## src/rtl/score_keeper_if.sv

```systemverilog
// Event/score bundle between the game logic and the score keeper.
// HIGH_SCORE_EN adds the high_score signal to the bundle.
interface score_keeper_if;
  logic        new_game;
  logic        game_active;
  logic        pellet_eaten;
  logic        power_eaten;
  logic        ghost_eaten;
  logic        power_expired;
  logic [31:0] score;
  logic        extra_life;
`ifdef HIGH_SCORE_EN
  logic [31:0] high_score;

  modport master (
    output new_game, game_active, pellet_eaten, power_eaten, ghost_eaten, power_expired,
    input  score, extra_life, high_score
  );

  modport slave (
    input  new_game, game_active, pellet_eaten, power_eaten, ghost_eaten, power_expired,
    output score, extra_life, high_score
  );
`else
  modport master (
    output new_game, game_active, pellet_eaten, power_eaten, ghost_eaten, power_expired,
    input  score, extra_life
  );

  modport slave (
    input  new_game, game_active, pellet_eaten, power_eaten, ghost_eaten, power_expired,
    output score, extra_life
  );
`endif
endinterface

```

## src/rtl/score_keeper.sv

```systemverilog
// Saturating game score with ghost chain and one-shot extra-life bonus.
// Optional feature macro: HIGH_SCORE_EN (adds a persistent high_score register).
//
//   state | meaning
//   CH0   | next ghost worth 200
//   CH1   | next ghost worth 400
//   CH2   | next ghost worth 800
//   CH3   | next ghost worth 1600 (saturates)
module score_keeper (
  input  logic           Clk,
  input  logic           Reset,
  score_keeper_if.slave  sk
);

  typedef enum logic [1:0] {CH0 = 2'd0, CH1 = 2'd1, CH2 = 2'd2, CH3 = 2'd3} chain_t;

  localparam logic [13:0] SCORE_MAX = 14'd9999;
  localparam logic [13:0] BONUS_AT  = 14'd5000;

  logic [13:0] score_q;
  chain_t      chain_q;
  logic        bonus_q;
  logic        extra_life_q;

  logic [13:0] ghost_pts;
  logic [13:0] points;
  logic [14:0] sum;
  logic [13:0] next_score;
  chain_t      next_chain;
  logic        crossing;

  always_comb begin
    ghost_pts = 14'd200;
    case (chain_q)
      CH0:     ghost_pts = 14'd200;
      CH1:     ghost_pts = 14'd400;
      CH2:     ghost_pts = 14'd800;
      CH3:     ghost_pts = 14'd1600;
      default: ghost_pts = 14'd200;
    endcase

    points = (sk.pellet_eaten ? 14'd10 : 14'd0)
           + (sk.power_eaten  ? 14'd50 : 14'd0)
           + (sk.ghost_eaten  ? ghost_pts : 14'd0);

    // Worst case 9999 + 1660 fits in 15 bits, so the compare never sees a wrap.
    sum        = {1'b0, score_q} + {1'b0, points};
    next_score = (sum > {1'b0, SCORE_MAX}) ? SCORE_MAX : sum[13:0];

    // A power event ends the chain even when a ghost is eaten on the same cycle.
    next_chain = chain_q;
    if (sk.power_eaten || sk.power_expired)
      next_chain = CH0;
    else if (sk.ghost_eaten && (chain_q != CH3))
      next_chain = chain_t'(chain_q + 2'd1);

    crossing = !bonus_q && (score_q < BONUS_AT) && (next_score >= BONUS_AT);
  end

  always_ff @(posedge Clk) begin
    if (Reset) begin
      score_q      <= '0;
      chain_q      <= CH0;
      bonus_q      <= 1'b0;
      extra_life_q <= 1'b0;
    end else if (sk.new_game) begin
      score_q      <= '0;
      chain_q      <= CH0;
      bonus_q      <= 1'b0;
      extra_life_q <= 1'b0;
    end else begin
      extra_life_q <= 1'b0;
      if (sk.game_active) begin
        score_q <= next_score;
        chain_q <= next_chain;
        if (crossing) begin
          extra_life_q <= 1'b1;
          bonus_q      <= 1'b1;
        end
      end
    end
  end

  assign sk.score      = {18'd0, score_q};
  assign sk.extra_life = extra_life_q;

`ifdef HIGH_SCORE_EN
  logic [13:0] high_q;

  // Tracks the new score on the same edge; survives new_game, cleared only by Reset.
  always_ff @(posedge Clk) begin
    if (Reset)
      high_q <= '0;
    else if (!sk.new_game && sk.game_active && (next_score > high_q))
      high_q <= next_score;
  end

  assign sk.high_score = {18'd0, high_q};
`endif

endmodule

```

## src/flat_wrapper.sv

```systemverilog
// flat-port wrapper written by rule: the top's interface ports become plain ports
module score_keeper_flat 
  (Clk, Reset, sk_new_game, sk_game_active, sk_pellet_eaten, sk_power_eaten, sk_ghost_eaten, sk_power_expired, sk_score, sk_extra_life);
  score_keeper_if sk_i ();
  input  logic Clk;
  input  logic Reset;
  input wire logic [$bits(sk_i.new_game)-1:0] sk_new_game;
  input wire logic [$bits(sk_i.game_active)-1:0] sk_game_active;
  input wire logic [$bits(sk_i.pellet_eaten)-1:0] sk_pellet_eaten;
  input wire logic [$bits(sk_i.power_eaten)-1:0] sk_power_eaten;
  input wire logic [$bits(sk_i.ghost_eaten)-1:0] sk_ghost_eaten;
  input wire logic [$bits(sk_i.power_expired)-1:0] sk_power_expired;
  output wire logic [$bits(sk_i.score)-1:0] sk_score;
  output wire logic [$bits(sk_i.extra_life)-1:0] sk_extra_life;
  assign sk_i.new_game = sk_new_game;
  assign sk_i.game_active = sk_game_active;
  assign sk_i.pellet_eaten = sk_pellet_eaten;
  assign sk_i.power_eaten = sk_power_eaten;
  assign sk_i.ghost_eaten = sk_ghost_eaten;
  assign sk_i.power_expired = sk_power_expired;
  assign sk_score = sk_i.score;
  assign sk_extra_life = sk_i.extra_life;
  score_keeper u_core (.Clk(Clk), .Reset(Reset), .sk(sk_i));
endmodule
```

## config.mk

```make
export PLATFORM = sky130hd
export DESIGN_NAME = score_keeper_flat
export DESIGN_NICKNAME = d
export VERILOG_FILES = /design/src/rtl/score_keeper_if.sv /design/src/rtl/score_keeper.sv /design/src/flat_wrapper.sv
export SDC_FILE = /design/constraint.sdc
export NUM_CORES = 1
export LEC_CHECK = 0
export ABC_AREA = 0
export CORE_ASPECT_RATIO = 0.7
export CORE_MARGIN = 8
export CORE_UTILIZATION = 47
export DETAILED_ROUTE_END_ITERATION = 8
export PLACE_DENSITY = 0.75
export SYNTH_ARGS = -nofsm -noshare
export SYNTH_HDL_FRONTEND = slang
export SYNTH_SLANG_ARGS = --single-unit
```

## constraint.sdc

```tcl
create_clock -name Clk -period 5.4 [get_ports Clk]
set_input_delay 0.54 -clock Clk [delete_from_list [all_inputs] [get_ports Clk]]
set_output_delay 0.54 -clock Clk [all_outputs]
set_load 0.1 [all_outputs]
```

==> flow_summary.ini, run 1 <==
[clock_tree]
clk_root_buffer_cell = clkbuf_8
cts_repair_resize_count = 0
cts_setup_buffers = 0
h_tree_levels = 1
tritoncts = done
cts-hold-fix-buffers = 0
total_cts_buffers = 3
clk_latency_ps = 260
clock_sinks = 18
max_root_sink_buffers = 2
clk_transition_reported_paths_ps = 70

[critical_path]
critical_path_class = input port to register
worst_path_largest_cell_delay_ps = 600
path_max_fanout = 9
timing.reg2reg.worst_path_depth = 19
crit-reg2reg-launch = u_core.chain_q[0]
critical_path_endpoint_category = register
worst-r2r-setup-slack_ps = 1080
cp-start-kind = input port
cp.arrival_ps = 4670
slowest_stage_cell_cp = clkdlybuf4s50_1
critPathRequiredTime_ps = 5500
rr_endpoint = u_core.score_q[3]
worstPathCellList = clkdlybuf4s50_1, and2_1, ha_1, inv_1, fa_1, inv_1, a21oi_1, or3_1, and3_1, ha_1, a21oi_1, o21ai_0, a211oi_1, o2bb2ai_1, mux2i_1, o311ai_4, a21oi_1, a21oi_1
crit_top_cell = a21oi_1
worstSetupStartpoint = sk_ghost_eaten

[routing]
detail-route-antenna-nets = 0
vias = 1598
drt_iter0_markers = 89
postRouteWirelength_mm = 4.25
route.detailed.vias_per_inst = 5.29
route.detailed.wl_per_inst_um = 14.1
drtPass1Iterations = 4
drcViolationCount = 0

[floorplan]
initial_standard_cell_utilization_of_the_core_pct = 48.6
fp.dieArea_um2 = 6320
die_width_um = 91.7
row_count = 19
die_h_um = 69.0
ioPinCount = 41
core_area_um2 = 3870

[timing]
slew_headroom_pct = 34.9
clock_skew_ps = 7.31
finalHoldViolations = 0
timing.final.setup_violations = 0
fin_tns_setup_ps = 0
post_layout_min_period_ps = 4570
fin_crit_sh_pct = 84.6
clock.fmax_ghz = 0.219
grt_setup_unrepaired = false
final_max_slew_viol_count = 0
worst_slew_pin_slew_ps = 974

[layout]
layout.cells.most_common = a21oi_1
commonest_non_fill_non_tap_cells_in_the_layout = a21oi_1, ha_1, clkdlybuf4s50_1
fin_util_pct = 54.6
filler_cell_count = 376
syn_to_final_growth_pct = 12.4
total_inserted_antenna_cells = 0
final_nets = 284
drive_gt1_share_pct = 6.40

[grt]
gr-total-overflow = 0
grt_first_pass_wirelength_mm = 6.93
grt_use_total_pct = 13.4
grt_max_degree = 31
first_global_vias = 1441
grt_antenna_before_repair = 0

[outcome]
status = completed

[power_and_ir_drop]
power_per_cell_area_nw_per_um2 = 207
power_leakage_uw = 0.000958
max-vdd-ir-drop_mv = 0.104

[hold_path]
min_from = u_core.bonus_q
min_delay_worst_endpoint = u_core.bonus_q
worst_hold_path_type = register to register
timing.hold.worst_path_depth = 1

[synth]
ys.flop_type = dfxtp_1
yosys-top-cells-area = dfxtp_1, ha_1, buf_4
synth-edff-count = 0
netlist_area_um2 = 1880
synth-warning-count = 0
ys_seq_area_share_pct = 19.1
post_synth_inst_count = 233
synth.largest_area_cell = dfxtp_1
synth_unique_cells = 51
synth-seq-cells = 18
synth.top_cell.area_share_pct = 19.1
synth-async-reset-ratio_pct = 0
synthesis.area_per_instance_um2 = 8.08

[run]
number_of_max_capacitance_violations_reported = 0

[place]
io_buffer_count = 22
place_congestion = 0.867
hpwlAfterDp_mm = 3.41
-- power breakdown --
part / internal (uW) / switching, uW / total [uW] / leakage, uW
combinational: 46.0 / 137 / 183 / 0.000783
sequential: 137 / 5.41 / 142 / 0.000146
clock: 64.9 / 47.9 / 113 / 0.0000288
-- per-stage QoR --
step	setup slack, ps	cells	area [um2]	power, uW	hold WS (ps)
floorplan	1530	251	1950	307	427
global placement	685	298	2060	325	435
detailed placement	579	298	2060	326	444
CTS	844	302	2120	438	462
global route	545	302	2120	459	477
finish	832	302	2120	438	464
-- critical path: cells and delay by family --
| kind | cells | cell delay (ps) |
|---|---|---|
| AO/OA/AOI/OAI | 8 | 1440 |
| adder cells (fa/ha/maj) | 3 | 920 |
| buffers and inverters | 3 | 720 |
| AND/OR/NAND/NOR | 3 | 650 |
| multiplexers | 1 | 410 |
-- cell type report --
cell class | instances | area, um2 | share of cell area (%)
Sequential cell | 18 | 360 | 17.0
Clock buffer | 4 | 55.1 | 2.60
Timing Repair Buffer | 22 | 220 | 10.4
Tap cell | 52 | 65.1 | 3.07
Multi-Input combinational cell | 195 | 1380 | 65.0
Inverter | 11 | 41.3 | 1.95
-- synthesized netlist by cell type (all sizes together) (2+ instances only) --
cell type and count:
nor3b 2, and2 3, nor2b 7, nand4 3, fa 2, or2 2
dfxtp 18, nand2 17, o311ai 2, a31oi 6, clkbuf 7, nor4 2
nand3 3, a21o 6, xnor2 8, a21oi 27, nor3 4, ha 23
xor2 4, inv 11, o21a 6, and3 2, o21ai 14, mux2i 2
nor2 14, buf 20, nand2b 3
-- per-layer routing --
layer	vias up	track usage, %	part of all wire [%]
li1	816	-	-
met1	743	18.6	51
met2	35	20.4	42
met3	4	2.81	6.4
met4	0	3.65	0.85
met5	-	0	0
-- how the worst max path moves through the flow --
| stage | end | slack, ps |
|---|---|---|
| floorplan | u_core.score_q[7] | 1530 |
| global placement | u_core.score_q[11] | 690 |
| detailed placement | u_core.score_q[11] | 580 |
| CTS | u_core.score_q[11] | 840 |
| global route | u_core.score_q[3] | 550 |
| finish | u_core.score_q[3] | 830 |
-- kinds of logic after synthesis --
group	synth area share, %
other	0.199
multiplexers	1.06
AND/OR/NAND/NOR	17.3
flip-flops	19.1
AO/OA/AOI/OAI	26.8
buffers and inverters	11.4
XOR/XNOR	6.58
adder cells (fa/ha/maj)	17.4
-- registers in the layout, indices dropped and copies added (netlist names) --
register / flops
u_core.chain_q: 2
u_core.bonus_q: 1
u_core.sk.extra_life: 1
u_core.score_q: 14
Power figures use the tool's default switching activity.
==> inputs of run 2 (changes only) <==
--- a/config.mk
+++ b/config.mk
@@ -8,9 +8,9 @@
 export ABC_AREA = 0
 export CORE_ASPECT_RATIO = 0.7
 export CORE_MARGIN = 8
-export CORE_UTILIZATION = 47
+export CORE_UTILIZATION = 46
 export DETAILED_ROUTE_END_ITERATION = 8
-export PLACE_DENSITY = 0.75
+export PLACE_DENSITY = 0.76
 export SYNTH_ARGS = -nofsm -noshare
 export SYNTH_HDL_FRONTEND = slang
 export SYNTH_SLANG_ARGS = --single-unit
==> constraint.sdc (replaced) <==
create_clock -name Clk -period 4 [get_ports Clk]
set_input_delay 0.4 -clock Clk [delete_from_list [all_inputs] [get_ports Clk]]
set_output_delay 0.4 -clock Clk [all_outputs]
set_load 0.1 [all_outputs]
==> flow_summary.ini, run 2 (synthesis gave the netlist of run 1 again) <==
[timing]
clock_skew_ps = 1.58
slew_headroom_pct = 34.1
fin_crit_sh_pct = 96.4
hold_slack_final_ps = 456
finalHoldViolations = 0
fin_tns_setup_ps = 0
timing.final.setup_violations = 0
grt_setup_unrepaired = true
clock.fmax_ghz = 0.259
final_max_slew_viol_count = 0
worst_slew_pin_slew_ps = 985
post_layout_min_period_ps = 3860

[floorplan]
row_count = 19
die_h_um = 69.5
fp.dieArea_um2 = 6430
die_width_um = 92.5
initial_standard_cell_utilization_of_the_core_pct = 48.0
core_area_um2 = 3920
ioPinCount = 41

[power_and_ir_drop]
power_per_cell_area_nw_per_um2 = 260
power_leakage_uw = 0.00109
max-vdd-ir-drop_mv = 0.130

[clock_tree]
h_tree_levels = 1
cts_setup_buffers = 0
clock_sinks = 18
clk_transition_reported_paths_ps = 70
max_root_sink_buffers = 2
total_cts_buffers = 3
clk_latency_ps = 260
clk_root_buffer_cell = clkbuf_8
tritoncts = done

[grt]
grt_antenna_before_repair = 0
gr-total-overflow = 0
grt_first_pass_wirelength_mm = 7.61
grt_max_degree = 31
grt_use_total_pct = 14.1
first_global_vias = 1543

[run]
number_of_max_capacitance_violations_reported = 0

[place]
hpwlAfterDp_mm = 3.59
place_congestion = 0.858
io_buffer_count = 22

[layout]
drive_gt1_share_pct = 19.3
fin_util_pct = 61.0
commonest_non_fill_non_tap_cells_in_the_layout = a21oi_1, clkdlybuf4s50_1, buf_4
final_nets = 308
largest_register_ff_count = 14
syn_to_final_growth_pct = 27.0
top_register = u_core.score_q
layout.cells.most_common = a21oi_1
reg_top3 = u_core.score_q: 14 flops, u_core.chain_q: 2 flops
total_inserted_antenna_cells = 0

[critical_path]
path_max_fanout = 10
worst_path_largest_cell_delay_ps = 470
cp-start-kind = input port
worstPathCellList = clkdlybuf4s50_1, and2_1, ha_2, inv_1, fa_1, inv_1, a21oi_1, or3_1, and3_1, ha_4, nand2_1, nor3_1, o21ai_0, o2bb2ai_2, buf_6, a41oi_4, buf_6, nand2_1, a31oi_1
top_delay_family_on_crit_path = simple AND/OR/NAND/NOR gates
cp.arrival_ps = 4030
critical_path_class = input port to register
crit_buf_inv = 5
critical_path_endpoint_category = register
slowest_stage_cell_cp = clkdlybuf4s50_1
critPathRequiredTime_ps = 4170

[routing]
route.detailed.wl_per_inst_um = 14.4
drt-met1-wl_mm = 2.38
route.detailed.vias_per_inst = 5.29
drtPass1Iterations = 4
postRouteWirelength_mm = 4.69
routed-wl-met2_mm = 1.97
drcViolationCount = 0
vias = 1725
drt_iter0_markers = 107
topRoutingLayerUsed = met4
detail-route-antenna-nets = 0
met3_wirelength_um = 259

[outcome]
status = completed

[hold_path]
worst_hold_path_type = register to register
## run 2: report_power, final
| part | switching [uW] | internal (uW) |
|---|---|---|
| Clock | 66.8 | 87.6 |
| Combinational | 193 | 81.0 |
| Sequential | 7.65 | 184 |
## run 2: area by class of cell
type / count / area [um2]
clock buffers: 4 / 55.1
fillers: 338 / 1530
inverters: 11 / 41.3
multi-input cells: 195 / 1460
flip-flops and latches: 18 / 360
well taps: 52 / 65.1
repair buffers: 46 / 408
## run 2: per-layer routing
| layer | track usage (%) | vias up |
|---|---|---|
| met2 | 19.8 | 45 |
| met1 | 20.8 | 806 |
| li1 | - | 867 |
| met3 | 1.84 | 7 |
| met4 | 5.34 | 0 |
| met5 | 0 | - |
## run 2: metrics by stage
stage | instances | setup slack (ps) | instance area (um2) | power (uW)
after floorplan | 251 | 127 | 1950 | 415
after global placement | 322 | -154 | 2240 | 459
after detailed placement | 322 | -244 | 2240 | 460
after CTS | 326 | 5.30 | 2300 | 613
after global routing | 326 | -67.1 | 2390 | 647
final | 326 | 144 | 2390 | 621
## run 2: worst paths after layout
check | from | end | slack, ps | depth (start not counted)
max | sk_ghost_eaten | u_core.score_q[10] | 140 | 19
min | u_core.bonus_q | u_core.bonus_q | 460 | 1
max reg2reg | u_core.chain_q[0] | u_core.score_q[10] | 170 | 20
min reg2reg | u_core.bonus_q | u_core.bonus_q | 460 | 1
## run 2: worst register-to-register path: stages, from the launching register on
cell	delay, ps
dfxtp_1	340
inv_2	80
ha_1	160
and2_1	130
ha_2	180
inv_1	50
fa_1	380
inv_1	70
a21oi_1	60
or3_1	290
and3_1	200
ha_4	280
nand2_1	80
nor3_1	220
o21ai_0	150
o2bb2ai_2	170
buf_6	150
a41oi_4	240
buf_6	170
nand2_1	130
a31oi_1	220
## run 2: what timing repair did
| item | in CTS | in global routing |
|---|---|---|
| resized for setup | 0 | 19 |
| hold buffers | 0 | 0 |
| setup endpoints to repair | 0 | 15 |
